## config.mk

```make
export PLATFORM = sky130hd
export DESIGN_NAME = iob_split_bus_bridge_flat
export DESIGN_NICKNAME = d
export VERILOG_FILES = /design/src/rtl/iob_split_bus_bridge_pkg.sv /design/src/rtl/iob_split_bus_bridge_if.sv /design/src/rtl/iob_split_bus_bridge_strb.sv /design/src/rtl/iob_split_bus_bridge.sv /design/src/flat_wrapper.sv
export SDC_FILE = /design/constraint.sdc
export NUM_CORES = 1
export LEC_CHECK = 0
export BUFFER_PORTS_ARGS = -buffer_cell sky130_fd_sc_hd__buf_2
export CAP_MARGIN = 20
export CORE_ASPECT_RATIO = 0.75
export CORE_UTILIZATION = 40
export DETAILED_ROUTE_END_ITERATION = 10
export PLACE_DENSITY = 0.71
export SLEW_MARGIN = 20
export SYNTH_ARGS = -nofsm -noshare
export SYNTH_HDL_FRONTEND = slang
export SYNTH_SLANG_ARGS = --single-unit
export TNS_END_PERCENT = 50
```

## constraint.sdc

```tcl
create_clock -name clk -period 2.35 [get_ports clk]
set_clock_uncertainty 0.15 [all_clocks]
set_input_delay 0.1175 -clock clk [delete_from_list [all_inputs] [get_ports clk]]
set_output_delay 0.1175 -clock clk [all_outputs]
set_load 0.03 [all_outputs]
```

## src/rtl/iob_split_bus_bridge_pkg.sv

```systemverilog
// Shared definitions for the split-bus to IOb bridge: access size codes,
// FSM state encoding and the byte-offset width helper.
package iob_split_bus_bridge_pkg;

   localparam logic [1:0] SIZE_B = 2'd0;
   localparam logic [1:0] SIZE_H = 2'd1;
   localparam logic [1:0] SIZE_W = 2'd2;
   localparam logic [1:0] SIZE_D = 2'd3;

   typedef enum logic {
      ST_IDLE = 1'b0,
      ST_REQ  = 1'b1
   } state_t;

   // Number of byte-offset address bits inside one data word (DATA_W is 32 or 64).
   function automatic int off_w(input int data_w);
      return (data_w == 64) ? 3 : 2;
   endfunction

endpackage

```

## src/rtl/iob_split_bus_bridge_if.sv

```systemverilog
// Bundle of the CPU command/response bus and the IOb native bus seen by one bridge.
// slave = bridge view; master = the CPU plus memory environment around it.
interface iob_split_bus_bridge_if #(
   parameter int ADDR_W = 32,
   parameter int DATA_W = 32
);
   logic                  cmd_valid;
   logic                  cmd_ready;
   logic                  cmd_wr;
   logic [ADDR_W-1:0]     cmd_addr;
   logic [DATA_W-1:0]     cmd_wdata;
   logic [1:0]            cmd_size;
   logic                  rsp_valid;
   logic [DATA_W-1:0]     rsp_rdata;
   logic                  rsp_error;
   logic                  iob_valid;
   logic [ADDR_W-1:0]     iob_addr;
   logic [DATA_W-1:0]     iob_wdata;
   logic [DATA_W/8-1:0]   iob_wstrb;
   logic [DATA_W-1:0]     iob_rdata;
   logic                  iob_ready;

   modport slave (
      input  cmd_valid, cmd_wr, cmd_addr, cmd_wdata, cmd_size, iob_rdata, iob_ready,
      output cmd_ready, rsp_valid, rsp_rdata, rsp_error, iob_valid, iob_addr, iob_wdata, iob_wstrb
   );

   modport master (
      output cmd_valid, cmd_wr, cmd_addr, cmd_wdata, cmd_size, iob_rdata, iob_ready,
      input  cmd_ready, rsp_valid, rsp_rdata, rsp_error, iob_valid, iob_addr, iob_wdata, iob_wstrb
   );
endinterface

```

## src/rtl/iob_split_bus_bridge_strb.sv

```systemverilog
// Combinational size/offset decode: byte strobes for writes plus a flag for
// misaligned or oversized accesses.
module iob_split_bus_bridge_strb
   import iob_split_bus_bridge_pkg::*;
#(
   parameter  int DATA_W = 32,
   localparam int STRB_W = DATA_W / 8,
   localparam int OFF_W  = off_w(DATA_W)
) (
   input  logic              wr,
   input  logic [1:0]        size,
   input  logic [OFF_W-1:0]  addr_lo,
   output logic [STRB_W-1:0] wstrb,
   output logic              illegal
);
   localparam logic [1:0] MAX_SIZE = (OFF_W == 3) ? SIZE_D : SIZE_W;

   logic [4:0]       lo_ext;
   logic [4:0]       nbytes;
   logic [4:0]       hi_ext;
   logic [OFF_W-1:0] align_mask;

   always_comb begin
      nbytes = 5'd8;
      case (size)
         SIZE_B:  nbytes = 5'd1;
         SIZE_H:  nbytes = 5'd2;
         SIZE_W:  nbytes = 5'd4;
         default: nbytes = 5'd8;
      endcase
      lo_ext     = 5'(addr_lo);
      hi_ext     = lo_ext + nbytes;
      align_mask = OFF_W'(nbytes - 5'd1);
      illegal    = (|(addr_lo & align_mask)) | (size > MAX_SIZE);
   end

   // A lane is written when it falls inside [offset, offset + bytes).
   generate
      for (genvar gi = 0; gi < STRB_W; gi++) begin : g_lane
         assign wstrb[gi] = wr & ~illegal & (lo_ext <= 5'(gi)) & (5'(gi) < hi_ext);
      end
   endgenerate

endmodule

```

## src/rtl/iob_split_bus_bridge.sv

```systemverilog
// CPU split command/response bus to IOb native bus bridge with registered request
// path, misalignment and timeout errors. Optional macro: IOB_SPLIT_BRIDGE_REMAP_EN.
module iob_split_bus_bridge
   import iob_split_bus_bridge_pkg::*;
#(
   parameter int ADDR_W  = 32,
   parameter int DATA_W  = 32,
   parameter int WR_RSP  = 0,
   parameter int TIMEOUT = 1023
) (
   input  logic                   clk,
   input  logic                   rst_n,
   input  logic                   boot,
   iob_split_bus_bridge_if.slave  bus
);
   localparam int               STRB_W    = DATA_W / 8;
   localparam int               OFF_W     = off_w(DATA_W);
   localparam int               CNT_W     = (TIMEOUT > 0) ? $clog2(TIMEOUT + 1) : 1;
   localparam logic [CNT_W-1:0] CNT_LAST  = CNT_W'((TIMEOUT > 0) ? TIMEOUT - 1 : 0);
   localparam logic             WR_RSP_EN = (WR_RSP != 0);
   localparam logic             TMO_EN    = (TIMEOUT > 0);

   state_t              state_q, state_d;
   logic [ADDR_W-1:0]   addr_q, addr_d;
   logic [DATA_W-1:0]   wdata_q, wdata_d;
   logic [STRB_W-1:0]   wstrb_q, wstrb_d;
   logic                wr_q, wr_d;
   logic [CNT_W-1:0]    cnt_q, cnt_d;
   logic                rsp_valid_q, rsp_valid_d;
   logic                rsp_error_q, rsp_error_d;
   logic [DATA_W-1:0]   rsp_rdata_q, rsp_rdata_d;
   logic                err_pend_q, err_pend_d;

   logic                cmd_ready;
   logic                accept;
   logic                err_rsp_req;
   logic                done;
   logic                done_rsp;
   logic                expire;
   logic [STRB_W-1:0]   cmd_wstrb;
   logic                cmd_illegal;
   logic [ADDR_W-1:0]   addr_map;

   iob_split_bus_bridge_strb #(
      .DATA_W (DATA_W)
   ) u_strb (
      .wr      (bus.cmd_wr),
      .size    (bus.cmd_size),
      .addr_lo (bus.cmd_addr[OFF_W-1:0]),
      .wstrb   (cmd_wstrb),
      .illegal (cmd_illegal)
   );

`ifdef IOB_SPLIT_BRIDGE_REMAP_EN
   assign addr_map = {~boot ^ bus.cmd_addr[ADDR_W-1], bus.cmd_addr[ADDR_W-2:0]};
`else
   logic unused_boot;
   assign unused_boot = boot;
   assign addr_map    = bus.cmd_addr;
`endif

   always_comb begin
      // A deferred error response blocks new commands for one cycle so two
      // responses never compete for the same rsp_valid slot.
      cmd_ready   = ((state_q == ST_IDLE) & ~err_pend_q) | ((state_q == ST_REQ) & bus.iob_ready);
      accept      = bus.cmd_valid & cmd_ready;
      err_rsp_req = ~bus.cmd_wr | WR_RSP_EN;
      done        = (state_q == ST_REQ) & bus.iob_ready;
      done_rsp    = done & (~wr_q | WR_RSP_EN);
      expire      = TMO_EN & (state_q == ST_REQ) & ~bus.iob_ready & (cnt_q == CNT_LAST);

      state_d     = state_q;
      addr_d      = addr_q;
      wdata_d     = wdata_q;
      wstrb_d     = wstrb_q;
      wr_d        = wr_q;
      cnt_d       = cnt_q;
      rsp_valid_d = 1'b0;
      rsp_error_d = 1'b0;
      rsp_rdata_d = rsp_rdata_q;
      err_pend_d  = err_pend_q;

      if (state_q == ST_REQ) begin
         if (done) begin
            state_d = ST_IDLE;
            cnt_d   = '0;
            if (done_rsp) begin
               rsp_valid_d = 1'b1;
               rsp_rdata_d = wr_q ? '0 : bus.iob_rdata;
            end
         end else if (expire) begin
            state_d     = ST_IDLE;
            cnt_d       = '0;
            rsp_valid_d = 1'b1;
            rsp_error_d = 1'b1;
            rsp_rdata_d = '0;
         end else if (TMO_EN) begin
            cnt_d = cnt_q + CNT_W'(1);
         end
      end else if (err_pend_q) begin
         rsp_valid_d = 1'b1;
         rsp_error_d = 1'b1;
         rsp_rdata_d = '0;
         err_pend_d  = 1'b0;
      end

      if (accept) begin
         if (!cmd_illegal) begin
            state_d = ST_REQ;
            addr_d  = addr_map;
            wdata_d = bus.cmd_wdata;
            wstrb_d = cmd_wstrb;
            wr_d    = bus.cmd_wr;
            cnt_d   = '0;
         end else if (err_rsp_req) begin
            if (rsp_valid_d) begin
               err_pend_d = 1'b1;
            end else begin
               rsp_valid_d = 1'b1;
               rsp_error_d = 1'b1;
               rsp_rdata_d = '0;
            end
         end
      end
   end

   always_ff @(posedge clk or negedge rst_n) begin
      if (!rst_n) begin
         state_q     <= ST_IDLE;
         addr_q      <= '0;
         wdata_q     <= '0;
         wstrb_q     <= '0;
         wr_q        <= 1'b0;
         cnt_q       <= '0;
         rsp_valid_q <= 1'b0;
         rsp_error_q <= 1'b0;
         rsp_rdata_q <= '0;
         err_pend_q  <= 1'b0;
      end else begin
         state_q     <= state_d;
         addr_q      <= addr_d;
         wdata_q     <= wdata_d;
         wstrb_q     <= wstrb_d;
         wr_q        <= wr_d;
         cnt_q       <= cnt_d;
         rsp_valid_q <= rsp_valid_d;
         rsp_error_q <= rsp_error_d;
         rsp_rdata_q <= rsp_rdata_d;
         err_pend_q  <= err_pend_d;
      end
   end

   assign bus.cmd_ready = cmd_ready;
   assign bus.iob_valid = (state_q == ST_REQ);
   assign bus.iob_addr  = addr_q;
   assign bus.iob_wdata = wdata_q;
   assign bus.iob_wstrb = wstrb_q;
   assign bus.rsp_valid = rsp_valid_q;
   assign bus.rsp_error = rsp_error_q;
   assign bus.rsp_rdata = rsp_rdata_q;

endmodule

```

## src/flat_wrapper.sv

```systemverilog
// flat-port wrapper written by rule: the top's interface ports become plain ports
module iob_split_bus_bridge_flat import iob_split_bus_bridge_pkg::*;
#(
   parameter int ADDR_W  = 32,
   parameter int DATA_W  = 32,
   parameter int WR_RSP  = 0,
   parameter int TIMEOUT = 1023
)
  (clk, rst_n, boot, bus_cmd_valid, bus_cmd_wr, bus_cmd_addr, bus_cmd_wdata, bus_cmd_size, bus_iob_rdata, bus_iob_ready, bus_cmd_ready, bus_rsp_valid, bus_rsp_rdata, bus_rsp_error, bus_iob_valid, bus_iob_addr, bus_iob_wdata, bus_iob_wstrb);
  iob_split_bus_bridge_if #(.ADDR_W(ADDR_W), .DATA_W(DATA_W)) bus_i ();
  input  logic clk;
  input  logic rst_n;
  input  logic boot;
  input wire logic [$bits(bus_i.cmd_valid)-1:0] bus_cmd_valid;
  input wire logic [$bits(bus_i.cmd_wr)-1:0] bus_cmd_wr;
  input wire logic [$bits(bus_i.cmd_addr)-1:0] bus_cmd_addr;
  input wire logic [$bits(bus_i.cmd_wdata)-1:0] bus_cmd_wdata;
  input wire logic [$bits(bus_i.cmd_size)-1:0] bus_cmd_size;
  input wire logic [$bits(bus_i.iob_rdata)-1:0] bus_iob_rdata;
  input wire logic [$bits(bus_i.iob_ready)-1:0] bus_iob_ready;
  output wire logic [$bits(bus_i.cmd_ready)-1:0] bus_cmd_ready;
  output wire logic [$bits(bus_i.rsp_valid)-1:0] bus_rsp_valid;
  output wire logic [$bits(bus_i.rsp_rdata)-1:0] bus_rsp_rdata;
  output wire logic [$bits(bus_i.rsp_error)-1:0] bus_rsp_error;
  output wire logic [$bits(bus_i.iob_valid)-1:0] bus_iob_valid;
  output wire logic [$bits(bus_i.iob_addr)-1:0] bus_iob_addr;
  output wire logic [$bits(bus_i.iob_wdata)-1:0] bus_iob_wdata;
  output wire logic [$bits(bus_i.iob_wstrb)-1:0] bus_iob_wstrb;
  assign bus_i.cmd_valid = bus_cmd_valid;
  assign bus_i.cmd_wr = bus_cmd_wr;
  assign bus_i.cmd_addr = bus_cmd_addr;
  assign bus_i.cmd_wdata = bus_cmd_wdata;
  assign bus_i.cmd_size = bus_cmd_size;
  assign bus_i.iob_rdata = bus_iob_rdata;
  assign bus_i.iob_ready = bus_iob_ready;
  assign bus_cmd_ready = bus_i.cmd_ready;
  assign bus_rsp_valid = bus_i.rsp_valid;
  assign bus_rsp_rdata = bus_i.rsp_rdata;
  assign bus_rsp_error = bus_i.rsp_error;
  assign bus_iob_valid = bus_i.iob_valid;
  assign bus_iob_addr = bus_i.iob_addr;
  assign bus_iob_wdata = bus_i.iob_wdata;
  assign bus_iob_wstrb = bus_i.iob_wstrb;
  iob_split_bus_bridge #(.ADDR_W(ADDR_W), .DATA_W(DATA_W), .WR_RSP(WR_RSP), .TIMEOUT(TIMEOUT)) u_core (.clk(clk), .rst_n(rst_n), .boot(boot), .bus(bus_i));
endmodule
```

==> metrics.md <==
| Metric | Value |
|---|---|
| Worst Setup Start Kind | `flip-flop` |
| First-pass GRT wire length | `23.13 mm` |
| Worst flop-to-flop path startpoint | `u_core.bus.iob_valid` |
| Top-count cell post-synth | `dfrtp_1` |
| H-tree level count | `4` |
| Register area | `0.002878 mm^2` |
| Final setup TNS | `0 ns` |
| RR Endpoint | `u_core.bus.rsp_rdata[0]` |
| CP peak stage delay | `0.47 ns` |
| Multi-input gate area | `0.002019 mm^2` |
| RSZ-0062 raised after global routing | `false` |
| Clock Pin Slew Worst Setup and Hold Paths | `0.06 ns` |
| Nets | `799` |
| Initial antenna violation count | `0` |
| Cell area power density | `984.2 mW/mm^2` |
| Syn_area_per_cell | `13.71 um^2` |
| Syn Inst Count | `375` |
| GPL Wtd Cong | `0.8179` |
| WHS Path Cells | `4` |
| Area growth syn-to-layout | `52.75%` |
| Core Rows | `35` |
| Avg WL per Cell | `16.88 um` |
| Largest area contributor in the netlist | `dfrtp_1` |
| Min Clock Period, post-route | `2.058 ns` |
| Final WL | `14.69 mm` |
| Filler cell count | `911` |
| Hold WC Path Type | `in -> reg` |
| Crit Path Class | `reg -> reg` |
| Post-Syn Nets | `484` |
| Most frequent CP cell | `buf_4` |
| Max Transition Viols Final | `0` |
| EDFF count, synth | `0` |
| Core ar. | `0.01239 mm^2` |
| Yosys top cell area share | `0.5596` |
| Number of port buffers | `206` |
| Bufs on Longest Clock Path | `2` |
| Setup WS pre-CTS | `0.1887 ns` |
| CP max FO | `21` |
| DRT Pass-1 Iters | `4` |
| Synth top cells by count | `dfrtp_1 (115), mux2_4 (61), nand2_1 (32), a22o_1 (20), nand3_1 (17)` |
| Final HPWL DP | `9.004 mm` |
| Gr usage total | `0.2257` |
| Distinct cell type count after synthesis | `51` |
| Min-delay src | `bus_iob_ready` |
| Drt initial violations | `246` |
| Number of global-route vias before repair | `4532` |
| Worst EP arrival | `2.19 ns` |
| Flops & latches, synth | `115` |
| Mapped cell area | `0.005142 mm^2` |
| Final setup margin | `0.2916 ns` |
| Fmax | `485.8 MHz` |
| CP Data Required Time | `2.48 ns` |
| Clock Sinks | `115` |
| Drt drc | `0` |
| Worst slew pin tran | `0.6324 ns` |
| Slew headroom | `0.5784` |
| CP Cell Sequence | `nand2b_1, buf_4, nor4_1, buf_4, a211oi_2, buf_4, a22o_1` |
| Pin count of the biggest net entering global routing | `116` |
| Clock root buffer | `clkbuf_16` |
| CTS resizes | `0` |
| Asr flop ratio synth | `1.000` |
| Fin. Hold Viols | `0` |
| Leakage | `0.003931 uW` |
| Latest clock arrival within the worst-skew pair | `0.40 ns` |
| Via/cell ratio | `4.933` |
| Die span in y | `100.2 um` |
| Vias | `4292` |
| Die Area | `0.01332 mm^2` |
| Post-synthesis sequential area ratio | `0.5596` |
| Synthesis warning total | `0` |
| TritonCTS clock tree | `yes` |
| Top area cells in the synthesized netlist | `dfrtp_1 (56%), mux2_4 (18%), a22o_1 (3.4%), buf_12 (2.7%), nand2_1 (2.3%)` |
| Status | `complete, no violations` |
| IO Count | `208` |
| Fraction of layout cells with a size suffix above 1 | `0.4552` |
| Cells on worst reg2reg path | `7` |
| Max-cap viol count | `0` |
| Hold Path Sink | `u_core.cnt_q[7]` |
| Final ANT Viol Nets | `0` |
| CP max-delay cell | `dfrtp_1` |
| Ys flop type | `dfrtp_1` |
| Grt ovf | `0` |
| Initial Utilization | `0.4149` |
| CTS buffer count | `17` |
| Final period util | `0.8759` |
| Setup-failing EPs final | `0` |
| Worst vdd ir | `0.5199 mV` |
| Die width | `132.9 um` |
| Critical path capture point type | `flip-flop` |
| R2r setup slk | `0.29 ns` |
worst max path at each step:
stage | from | cells past startpoint | to
finish | u_core.bus.iob_valid | 7 | u_core.bus.rsp_rdata[0]
global route | u_core.cnt_q[0] | 8 | u_core.bus.rsp_rdata[2]
CTS | u_core.bus.iob_valid | 7 | u_core.bus.rsp_rdata[2]
detailed placement | bus_cmd_size[1] | 8 | u_core.bus.iob_wdata[7]
global placement | bus_cmd_size[1] | 8 | u_core.bus.iob_wdata[7]
floorplan | u_core.bus.iob_valid | 7 | u_core.bus.iob_wdata[6]
worst max-delay path: cells and delay by family (launching register included):
family	cells	cell delay [ns]
flops	1	0.47
buf+inv	3	0.59
simple gates	2	0.45
compound gates	2	0.26
flip-flops by register name, summed over array words and instances, names as in the netlist:
name	flops
u_core.bus.iob_wstrb	4
u_core.bus.rsp_rdata	32
u_core.err_pend_q	1
u_core.bus.iob_addr	32
u_core.wr_q	1
u_core.cnt_q	10
u_core.bus.iob_wdata	32
u_core.bus.iob_valid	1
u_core.bus.rsp_valid	1
u_core.bus.rsp_error	1
logic make-up (layout without fill, tap and decap cells):
kind of cell,Yosys count,in the layout,synth area share
flops,115,115,0.5596
simple gates,88,88,0.08662
mux,70,70,0.1968
compound gates,64,64,0.09246
buf+inv,32,360,0.04915
fa+ha+maj,5,5,0.01363
xor+xnor,1,1,0.001703
other cells,0,1,0
metal layers:
layer | global-route usage | part of all wire | vias up
li1 | - | - | 1986
met1 | 0.2729 | 0.42 | 2120
met2 | 0.3903 | 0.50 | 166
met3 | 0.06616 | 0.065 | 20
met4 | 0.07073 | 0.013 | 0
met5 | 0 | 0 | -
layout by cell type (no fill, tap or decap), drive strengths merged, types with 7 or more instances in the layout:
cell,synthesis,routed
buf,13,218
dfrtp,115,115
dlygate4sd3,0,98
mux2,66,66
nand2,32,32
a22o,20,20
clkbuf,7,18
nand3,17,17
inv,12,16
a31oi,14,14
clkinv,0,8
nor2,7,7
cell type report:
cell class,instances,share of cell area
diodes,1,0.0003186
clock buffers,18,0.05464
clock inverters,14,0.01673
inverters,12,0.005734
multi-input cells,228,0.2571
flip-flops and latches,115,0.3664
well taps,166,0.02644
repair buffers,316,0.2727
where the power goes:
part	internal [uW]	switching, uW	total, uW
Clock	1470	942	2410
Combinational	1020	1550	2570
Sequential	2450	305	2750
Total	4930	2800	7730
what timing repair did:
action / in CTS / in global routing
hold endpoints to repair: 214 / 0
hold buffers: 98 / 0
buffers inserted: 0 / 0
metrics by stage:
step | cells | area (um^2) | util | power, uW | hold slack [ns]
final | 870 | 7855 | 0.6338 | 7731 | 0.03206
after global routing | 869 | 7853 | 0.6336 | 8076 | 0.05030
after CTS | 869 | 7853 | 0.6336 | 7758 | 0.01585
after detailed placement | 739 | 6311 | 0.5092 | 5170 | 0.1019
after global placement | 739 | 6311 | 0.5092 | 5101 | 0.08899
after floorplan | 375 | 5142 | - | 4399 | -0.3281
Power figures use the tool's default switching activity.
